<file path="config.mk">
export PLATFORM = sky130hd
export DESIGN_NAME = conv2d_engine
export DESIGN_NICKNAME = d
export VERILOG_FILES = /design/src/rtl/conv2d_engine.sv
export SDC_FILE = /design/constraint.sdc
export NUM_CORES = 1
export LEC_CHECK = 0
export CAP_MARGIN = 10
export CORE_MARGIN = 2
export CORE_UTILIZATION = 25
export DETAILED_ROUTE_END_ITERATION = 10
export GPL_TIMING_DRIVEN = 0
export PLACE_DENSITY = 0.41
export SLEW_MARGIN = 30
export SYNTH_ARGS = -nofsm -noshare
export SYNTH_HDL_FRONTEND = slang
export SYNTH_SLANG_ARGS = --single-unit
</file>
<file path="constraint.sdc">
create_clock -name i_clk -period 8.35 [get_ports i_clk]
set_input_delay 0.835 -clock i_clk [delete_from_list [all_inputs] [get_ports i_clk]]
set_output_delay 0.835 -clock i_clk [all_outputs]
set_load 0.005 [all_outputs]
</file>
<file path="src/rtl/conv2d_engine.sv">
// conv2d_engine
//   Streams a KSIZE x KSIZE signed kernel from kernel memory into a local
//   register file, then slides it over an IMG_H x IMG_W row-major feature map
//   held in image memory. Stride is set at run time. One signed accumulated
//   result is produced per output pixel, with optional ReLU clamping.
//
// Ports
//   i_clk, i_rst_n          clock, synchronous active-low reset
//   i_start                 start pulse; only acted on while idle
//   i_stride, i_relu        stride (0 means 1) and ReLU enable; latched at start
//   i_img_base, i_ker_base  base addresses of pixel (0,0) and tap (0,0); latched
//   o_ker_addr/o_ker_rd     kernel read port; i_ker_data returns one cycle later
//   o_img_addr/o_img_rd     image read port; i_img_data returns one cycle later
//   o_res_data/_row/_col    result and its output coordinates
//   o_res_valid/i_res_ready result handshake
//   o_busy                  high whenever the engine is not idle
//   o_done                  one-cycle pulse after the last result is accepted
module conv2d_engine #(
  parameter int DATA_W = 8,
  parameter int KSIZE  = 3,
  parameter int IMG_W  = 28,
  parameter int IMG_H  = 28,
  parameter int ADDR_W = 16,
  parameter int ACC_W  = 2*DATA_W + $clog2(KSIZE*KSIZE)
) (
  input  logic                     i_clk,
  input  logic                     i_rst_n,
  input  logic                     i_start,
  input  logic [2:0]               i_stride,
  input  logic                     i_relu,
  input  logic [ADDR_W-1:0]        i_img_base,
  input  logic [ADDR_W-1:0]        i_ker_base,
  output logic [ADDR_W-1:0]        o_ker_addr,
  output logic                     o_ker_rd,
  input  logic signed [DATA_W-1:0] i_ker_data,
  output logic [ADDR_W-1:0]        o_img_addr,
  output logic                     o_img_rd,
  input  logic signed [DATA_W-1:0] i_img_data,
  output logic signed [ACC_W-1:0]  o_res_data,
  output logic [7:0]               o_res_row,
  output logic [7:0]               o_res_col,
  output logic                     o_res_valid,
  input  logic                     i_res_ready,
  output logic                     o_busy,
  output logic                     o_done
);

  localparam int NTAP  = KSIZE*KSIZE;
  localparam int TAP_W = $clog2(NTAP+1);
  localparam int IDX_W = $clog2(NTAP);
  localparam int KC_W  = $clog2(KSIZE+1);

  localparam logic [2:0] S_IDLE  = 3'd0;
  localparam logic [2:0] S_LOAD  = 3'd1;
  localparam logic [2:0] S_FETCH = 3'd2;
  localparam logic [2:0] S_OUT   = 3'd3;
  localparam logic [2:0] S_DONE  = 3'd4;

  // Negative results clamp to zero when ReLU is enabled.
  function automatic logic signed [ACC_W-1:0] relu_clamp(
    input logic signed [ACC_W-1:0] v,
    input logic                    en
  );
    if (en && v[ACC_W-1]) return '0;
    return v;
  endfunction

  // Full-precision product widened (sign-extended) to accumulator width.
  function automatic logic signed [ACC_W-1:0] widen_prod(
    input logic signed [2*DATA_W-1:0] p
  );
    return ACC_W'(p);
  endfunction

  // Control state
  logic [2:0]        r_state;
  logic [2:0]        r_stride;
  logic              r_relu;
  logic [ADDR_W-1:0] r_img_base;
  logic [ADDR_W-1:0] r_ker_base;
  logic [TAP_W-1:0]  r_tap;
  logic [KC_W-1:0]   r_kr;
  logic [KC_W-1:0]   r_kc;
  logic [ADDR_W-1:0] r_row_pos;
  logic [ADDR_W-1:0] r_col_pos;
  logic [7:0]        r_orow;
  logic [7:0]        r_ocol;

  // Datapath state
  logic signed [DATA_W-1:0] r_kern [NTAP];
  logic signed [ACC_W-1:0]  r_acc;

  logic [TAP_W-1:0]          w_tap_m1;
  logic [IDX_W-1:0]          w_kidx;
  logic signed [2*DATA_W-1:0] w_prod;
  logic signed [ACC_W-1:0]   w_prod_ext;
  logic                      w_tap_rd;
  logic                      w_last_tap;
  logic                      w_col_last;
  logic                      w_row_last;
  logic [ADDR_W-1:0]         w_img_row;
  logic [ADDR_W-1:0]         w_stride_ext;

  // A read is issued in the first NTAP cycles of LOAD/FETCH; the extra cycle
  // only absorbs the data returning from the final read.
  assign w_tap_rd   = (r_tap < TAP_W'(NTAP));
  assign w_last_tap = (r_tap == TAP_W'(NTAP));
  assign w_tap_m1   = r_tap - TAP_W'(1);
  assign w_kidx     = IDX_W'(w_tap_m1);

  assign w_prod     = r_kern[w_kidx] * i_img_data;
  assign w_prod_ext = widen_prod(w_prod);

  // The window is the last one in a row/column when the next stride step
  // would no longer fit the kernel inside the image; this avoids a divider.
  assign w_stride_ext = ADDR_W'(r_stride);
  assign w_col_last   = (r_col_pos + w_stride_ext) > ADDR_W'(IMG_W - KSIZE);
  assign w_row_last   = (r_row_pos + w_stride_ext) > ADDR_W'(IMG_H - KSIZE);

  assign w_img_row  = r_row_pos + ADDR_W'(r_kr);

  assign o_ker_rd    = (r_state == S_LOAD)  && w_tap_rd;
  assign o_img_rd    = (r_state == S_FETCH) && w_tap_rd;
  assign o_ker_addr  = r_ker_base + ADDR_W'(r_tap);
  assign o_img_addr  = r_img_base + w_img_row * ADDR_W'(IMG_W) + r_col_pos + ADDR_W'(r_kc);
  assign o_res_valid = (r_state == S_OUT);
  assign o_res_data  = (r_state == S_OUT) ? relu_clamp(r_acc, r_relu) : '0;
  assign o_res_row   = r_orow;
  assign o_res_col   = r_ocol;
  assign o_busy      = (r_state != S_IDLE);
  assign o_done      = (r_state == S_DONE);

  // Control: sequencing, counters and window position
  always_ff @(posedge i_clk) begin
    if (!i_rst_n) begin
      r_state    <= S_IDLE;
      r_stride   <= 3'd1;
      r_relu     <= 1'b0;
      r_img_base <= '0;
      r_ker_base <= '0;
      r_tap      <= '0;
      r_kr       <= '0;
      r_kc       <= '0;
      r_row_pos  <= '0;
      r_col_pos  <= '0;
      r_orow     <= '0;
      r_ocol     <= '0;
    end else begin
      case (r_state)
        S_IDLE: begin
          if (i_start) begin
            r_stride   <= (i_stride == 3'd0) ? 3'd1 : i_stride;
            r_relu     <= i_relu;
            r_img_base <= i_img_base;
            r_ker_base <= i_ker_base;
            r_tap      <= '0;
            r_kr       <= '0;
            r_kc       <= '0;
            r_row_pos  <= '0;
            r_col_pos  <= '0;
            r_orow     <= '0;
            r_ocol     <= '0;
            r_state    <= S_LOAD;
          end
        end

        S_LOAD: begin
          if (w_last_tap) begin
            r_tap   <= '0;
            r_state <= S_FETCH;
          end else begin
            r_tap <= r_tap + TAP_W'(1);
          end
        end

        S_FETCH: begin
          if (w_last_tap) begin
            r_tap   <= '0;
            r_state <= S_OUT;
          end else begin
            r_tap <= r_tap + TAP_W'(1);
            // Raster walk over the window; wraps back to (0,0) after the
            // final tap so the next window starts clean.
            if (r_kc == KC_W'(KSIZE-1)) begin
              r_kc <= '0;
              r_kr <= (r_kr == KC_W'(KSIZE-1)) ? '0 : r_kr + KC_W'(1);
            end else begin
              r_kc <= r_kc + KC_W'(1);
            end
          end
        end

        S_OUT: begin
          if (i_res_ready) begin
            if (w_col_last) begin
              if (w_row_last) begin
                r_state <= S_DONE;
              end else begin
                r_ocol    <= '0;
                r_col_pos <= '0;
                r_orow    <= r_orow + 8'd1;
                r_row_pos <= r_row_pos + w_stride_ext;
                r_state   <= S_FETCH;
              end
            end else begin
              r_ocol    <= r_ocol + 8'd1;
              r_col_pos <= r_col_pos + w_stride_ext;
              r_state   <= S_FETCH;
            end
          end
        end

        S_DONE: begin
          r_state <= S_IDLE;
        end

        default: begin
          r_state <= S_IDLE;
        end
      endcase
    end
  end

  // Datapath: kernel capture and multiply-accumulate, one cycle behind reads
  always_ff @(posedge i_clk) begin
    if (r_state == S_LOAD && r_tap != '0) begin
      r_kern[w_kidx] <= i_ker_data;
    end
    if (r_state == S_FETCH && r_tap != '0) begin
      r_acc <= (r_tap == TAP_W'(1)) ? w_prod_ext : r_acc + w_prod_ext;
    end
  end

endmodule

</file>
[After elaboration in Yosys (flattened, before gate mapping)]
Memory sizes are Yosys's and may differ from the RTL's.
Cells that the tools add are included.
Storage, ports and cells
  bits in writable memories: 72
  register bits: 115
  memories: 1
  input port bits: 56
  output and inout bits: 73
  logic and storage cells: 114
Memories
  r_kern: depth 9, width 8, read ports 1, clocked after Yosys merged registers in 0, write ports 1, RTL line 90  | logic signed [DATA_W-1:0] r_kern [NTAP];
Operators by class
  multiplexer cells: 44
  equality and inequality tests: 17
  add/subtract/negate cells: 14
  reductions and logical operators: 20
  multipliers: 2
  $lt $le $gt $ge: 3
Operators with widths (number)
  16-bit 2-to-1 mux: 7
  20-bit 2-to-1 mux: 4
  16-bit case mux with 2 select lines: 2
  8-bit 2-to-1 mux: 7
  16-bit adder: 2
  16-bit by 2-bit adder with 16-bit output: 2
  16-bit by 3-bit adder with 16-bit output: 2
  16-bit by 5-bit greater-than comparator with 1-bit output, second input constant: 2
  8-bit case mux with 2 select lines: 2
  3-bit 2-to-1 mux: 7
  20-bit by 16-bit adder with 20-bit output: 1
  16-bit by 4-bit adder with 16-bit output: 1
  8-bit by 1-bit adder with 8-bit output, second input constant: 2
  16-bit by 3-bit multiplier with 14-bit output, second input constant: 1
  8-bit by 8-bit multiplier with 16-bit output: 1
  2-bit 2-to-1 mux: 6
  2-bit != test, second input constant: 6
  3-bit case mux with 4 select lines: 1
  4-bit AND reduction: 3
  4-bit 2-to-1 mux: 2
  2-bit case mux with 2 select lines: 2
  4-bit case mux with 2 select lines: 1
  3-bit by 2-bit == test with 1-bit output, second input constant: 2
  3-bit zero test: 2
  20 further kinds: 32

[Longest topological paths before layout]
  word-level depth: 6
  mapped depth: 35

[Worst setup path after synthesis]
No wires, ideal clock.
  kind: reg2reg
  from: register r_tap[0]
  to: register r_acc[19] (data pin)
  setup time: 0.277 ns
  setup slack: -0.008 ns
  cell stages (with the launch flop): 35
  path buffers: 4
  data arrival time: 8.082 ns
  cell sequence: dfxtp_1 buf_2 buf_2 inv_1 ha_1 clkbuf_1 clkbuf_1 mux4_2 mux2i_1 nand2_1 o21ai_0 nor2b_1 fa_1 inv_1 fa_1 inv_1 fa_1 inv_1 fa_1 inv_1 ha_1 a21oi_1 o21bai_1 a2111o_1 nand2_1 xnor2_1 ha_1 nand2_1 nor3_1 or3_1 a41oi_1 o21ai_0 o41ai_1 mux2i_1 xnor2_1
On the way
  word-level cells in the longest chain between the ends: 5
RTL lines
  start, declared: RTL line 81  | logic [TAP_W-1:0] r_tap;
  start signal, assigned: RTL line 172  | r_tap <= r_tap + TAP_W'(1);
  start signal, assigned: RTL line 181  | r_tap <= r_tap + TAP_W'(1);
  4-bit by 1-bit subtractor with 4-bit output: RTL line 108  | assign w_tap_m1 = r_tap - TAP_W'(1);
  memory read 9 x 8 bit
  8-bit by 8-bit multiplier with 16-bit output: RTL line 111  | assign w_prod = r_kern[w_kidx] * i_img_data;
  20-bit by 16-bit adder with 20-bit output: RTL line 230  | r_acc <= (r_tap == TAP_W'(1)) ? w_prod_ext : r_acc + w_prod_ext;
  20-bit 2-to-1 mux (*): RTL line 230
  end signal, assigned: RTL line 230
  end, declared: RTL line 91  | logic signed [ACC_W-1:0] r_acc;
Mark *: on every way between the ends. The rest lies on a longest branch, timed or not.
A chain may end at the register's enable or synchronous reset.

[Final worst setup path]
Same ends and word-level chain as after synthesis.

==> out/metrics.cfg <==
[final_layout]
drive_gt1_share_pct = 7.528
nNetsFinal = 1915
syn2layout_area_growth_pct = 22.37
final_cell_area_um2 = 17400
fin_cells = 2443
fillers = 5942
diodes = 0

[clock_network]
clock-sinks = 187
postCtsHoldBufs = 0
cts_tree = built
cts_root_buf = clkbuf_16
clock_latency_ns = 0.48
numCtsBuffers = 17
clk_pin_slew_ns = 0.08
htreeDepth = 4
cts_max_path_buffers = 2

[timing]
worst-slew-pin-transition_ns = 0.9735
final.setup.tns_ns = 0
fin_worst_skew_ns = 0.009465
grt_setup_unrepaired = no
hold_viol = 0
hold_ws_ns = 0.4600
clock.fmax_ghz = 0.1256
final.period_utilization_pct = 95.36
final_max_slew_viol_count = 0
fin_crit_ns = 7.962
setup_violations = 0
slew_headroom_pct = 34.96

[job]
cap_viol_max_count = 0

[global_routing]
grt_overflow = 0
grt_max_degree = 22
grt_pass1_vias = 11150
grtUsageTotal_pct = 13.99
antenna_found_initial = 1
grt_pass1_wl_mm = 63.25

[floorplan]
io_pins = 129
rows = 87
die-area_um2 = 58800
core_area_um2 = 56280
die_x_um = 242.5
start_util_pct = 25.27
die_y_um = 242.5

[setup_path]
crit_arrival_ns = 8.18
slowest_delay_ns = 0.52
worst_path_max_delay_cell = fa_1
worstSetupStartpointType = register
startpoint = r_tap[0]
critPathKind = reg -> reg
timing.rr.end = r_acc[19]
rr_startpoint = r_tap[0]
reg2regPathDepth = 33
worstSetupEndpoint = r_acc[19]
path_max_fanout = 10
required_ns = 8.57
r2r_slack_ns = 0.39
path_common_cell = inv_1
crit_path_end_kind = register

[drt]
drc_errors = 0
drtIter0Drc = 465
drtAntennaViolNets = 0
detail_route.wl_per_cell_um = 16.41
vias = 10900
finalWirelength_mm = 40.10
first_pass_iters = 4
vias_per_cell = 4.460

[synth]
synth_flop_cell = dfxtp_1
synth-edff-count = 92
synth_nets = 1759
avgSynthCellArea_um2 = 9.367
async_flop_share_pct = 0
synth-seq-cells = 187
synth_cells = 1518
seq_area_frac_synth_pct = 32.81
syn_area_um2 = 14220
yosysWarnings = 0
synth_cell_types = 66

[min_path]
hold_path.class = reg -> reg

[power_and_ir_drop]
power_density_nw_per_um2 = 402.4
power.share.clock_pct = 12.2
p_switching_mw = 3.154
power_switching_share_pct = 45.05
p_comb_share_pct = 70.7
p_int_mw = 3.848
seqPwrFrac_pct = 17.1
vdd_drop_max_uv = 387.8
p_leak_nw = 6.929

[placed_design]
hpwl_mm = 31.43
port_buffers = 128
gp_congestion = 0.8118
place_area_um2 = 16490
dpl.cell_count = 2403

[status]
outcome = completed

-- metal layers --
| metal | global-route usage [%] | vias to the layer above | share of wire (%) |
|---|---|---|---|
| met5 | 0 | - | 0.025 |
| met4 | 3.050 | 2 | 0.97 |
| met3 | 3.146 | 26 | 3.8 |
| met2 | 24.29 | 163 | 49 |
| met1 | 17.65 | 5270 | 46 |
| li1 | - | 5436 | - |
-- how the worst min path moves through the flow --
stage                         from              to  slack, ns  cells past startpoint
detailed placement  r_img_base[14]  r_img_base[14]       0.45                      2
finish               r_img_base[6]   r_img_base[6]       0.46                      2
global placement     r_img_base[3]   r_img_base[3]       0.44                      2
floorplan            r_img_base[0]   r_img_base[0]       0.44                      2
CTS                  r_img_base[3]   r_img_base[3]       0.46                      2
global route         r_img_base[6]   r_img_base[6]       0.49                      2
-- timing repair --
action	in CTS	in global routing
pin swaps	0	4
cloned	0	0
buffers inserted	2	7
endpoints found under the setup margin	11	5
resized for setup	28	27
-- kinds of logic after synthesis --
family | share of synthesized area [%]
fa+ha+maj | 20.93
compound gates | 10.80
buf+inv | 6.705
flops | 32.81
xor+xnor | 6.899
mux | 4.417
simple gates | 17.45
-- worst max-delay path: cells and delay by family, from the launching register on --
kind            cells  cell delay [ns]
simple gates        6             0.86
buf+inv             8             0.80
xor+xnor            2             0.25
flops               1             0.38
compound gates      7             1.67
fa+ha+maj           7             2.99
mux                 3             0.73
-- area by class of cell --
class | instances | area (um2) | area share (%)
clock buffer | 17 | 425.4 | 2.445
buffer | 46 | 239.0 | 1.374
multi-input combinational | 1082 | 8807 | 50.62
tap | 756 | 945.9 | 5.436
timing repair buffer | 138 | 1376 | 7.910
inverter | 202 | 758.2 | 4.358
clock inverter | 15 | 178.9 | 1.028
sequential | 187 | 4668 | 26.83
-- power by group through the flow --
| stage | clock network (mW) | registers (mW) | logic, mW |
|---|---|---|---|
| floorplan | 0 | 1.21 | 3.71 |
| global placement | 0 | 1.22 | 4.61 |
| detailed placement | 0 | 1.22 | 4.65 |
| CTS | 0.891 | 1.20 | 4.75 |
| global route | 0.925 | 1.20 | 5.62 |
| finish | 0.858 | 1.20 | 4.95 |
-- flip-flops by register name, indices dropped and copies added (netlist names) --
name        cells
r_acc          20
r_state         3
r_ker_base     16
r_relu          1
r_row_pos      16
o_res_row       8
o_res_col       8
r_col_pos      16
r_stride        3
r_img_base     16
r_kern         72
r_kr            2
r_kc            2
r_tap           4
-- through the flow --
stage	utilization [%]	worst slack [ns]	power (mW)
after floorplan	-	0.09757	4.922
after global placement	29.22	-1.721	5.829
after detailed placement	29.31	-1.605	5.863
after CTS	30.63	0.01244	6.834
after global routing	30.92	0.002629	7.741
final	30.92	0.3877	7.002
-- Yosys cell counts, types with 41 or more instances --
cell | count | area share (%)
a21oi_1 | 104 | 3.7
dfxtp_1 | 95 | 13
edfxtp_1 | 92 | 19
fa_1 | 88 | 12
ha_1 | 97 | 8.5
inv_1 | 202 | 5.3
nand2_1 | 140 | 3.7
nand3_1 | 41 | 1.4
nor2_1 | 94 | 2.5
nor2b_1 | 50 | 2.2
o21ai_0 | 51 | 1.8
xnor2_1 | 88 | 5.4
-- cell usage in the layout (no fill, tap or decap), types with 16 or more instances in the layout --
master,instances
nor2b_1,50
clkbuf_1,30
xnor2_1,84
nand2b_1,19
a21o_1,20
clkdlybuf4s50_1,128
a21oi_1,102
edfxtp_1,92
inv_1,201
dfxtp_1,94
xor2_1,23
and2_1,36
mux2i_1,20
mux4_2,16
ha_1,94
nand3_1,41
clkbuf_16,17
o21ai_0,40
nor2_1,93
and3_1,17
nor3_1,34
fa_1,87
nand2_1,140
Power figures use the tool's default switching activity.
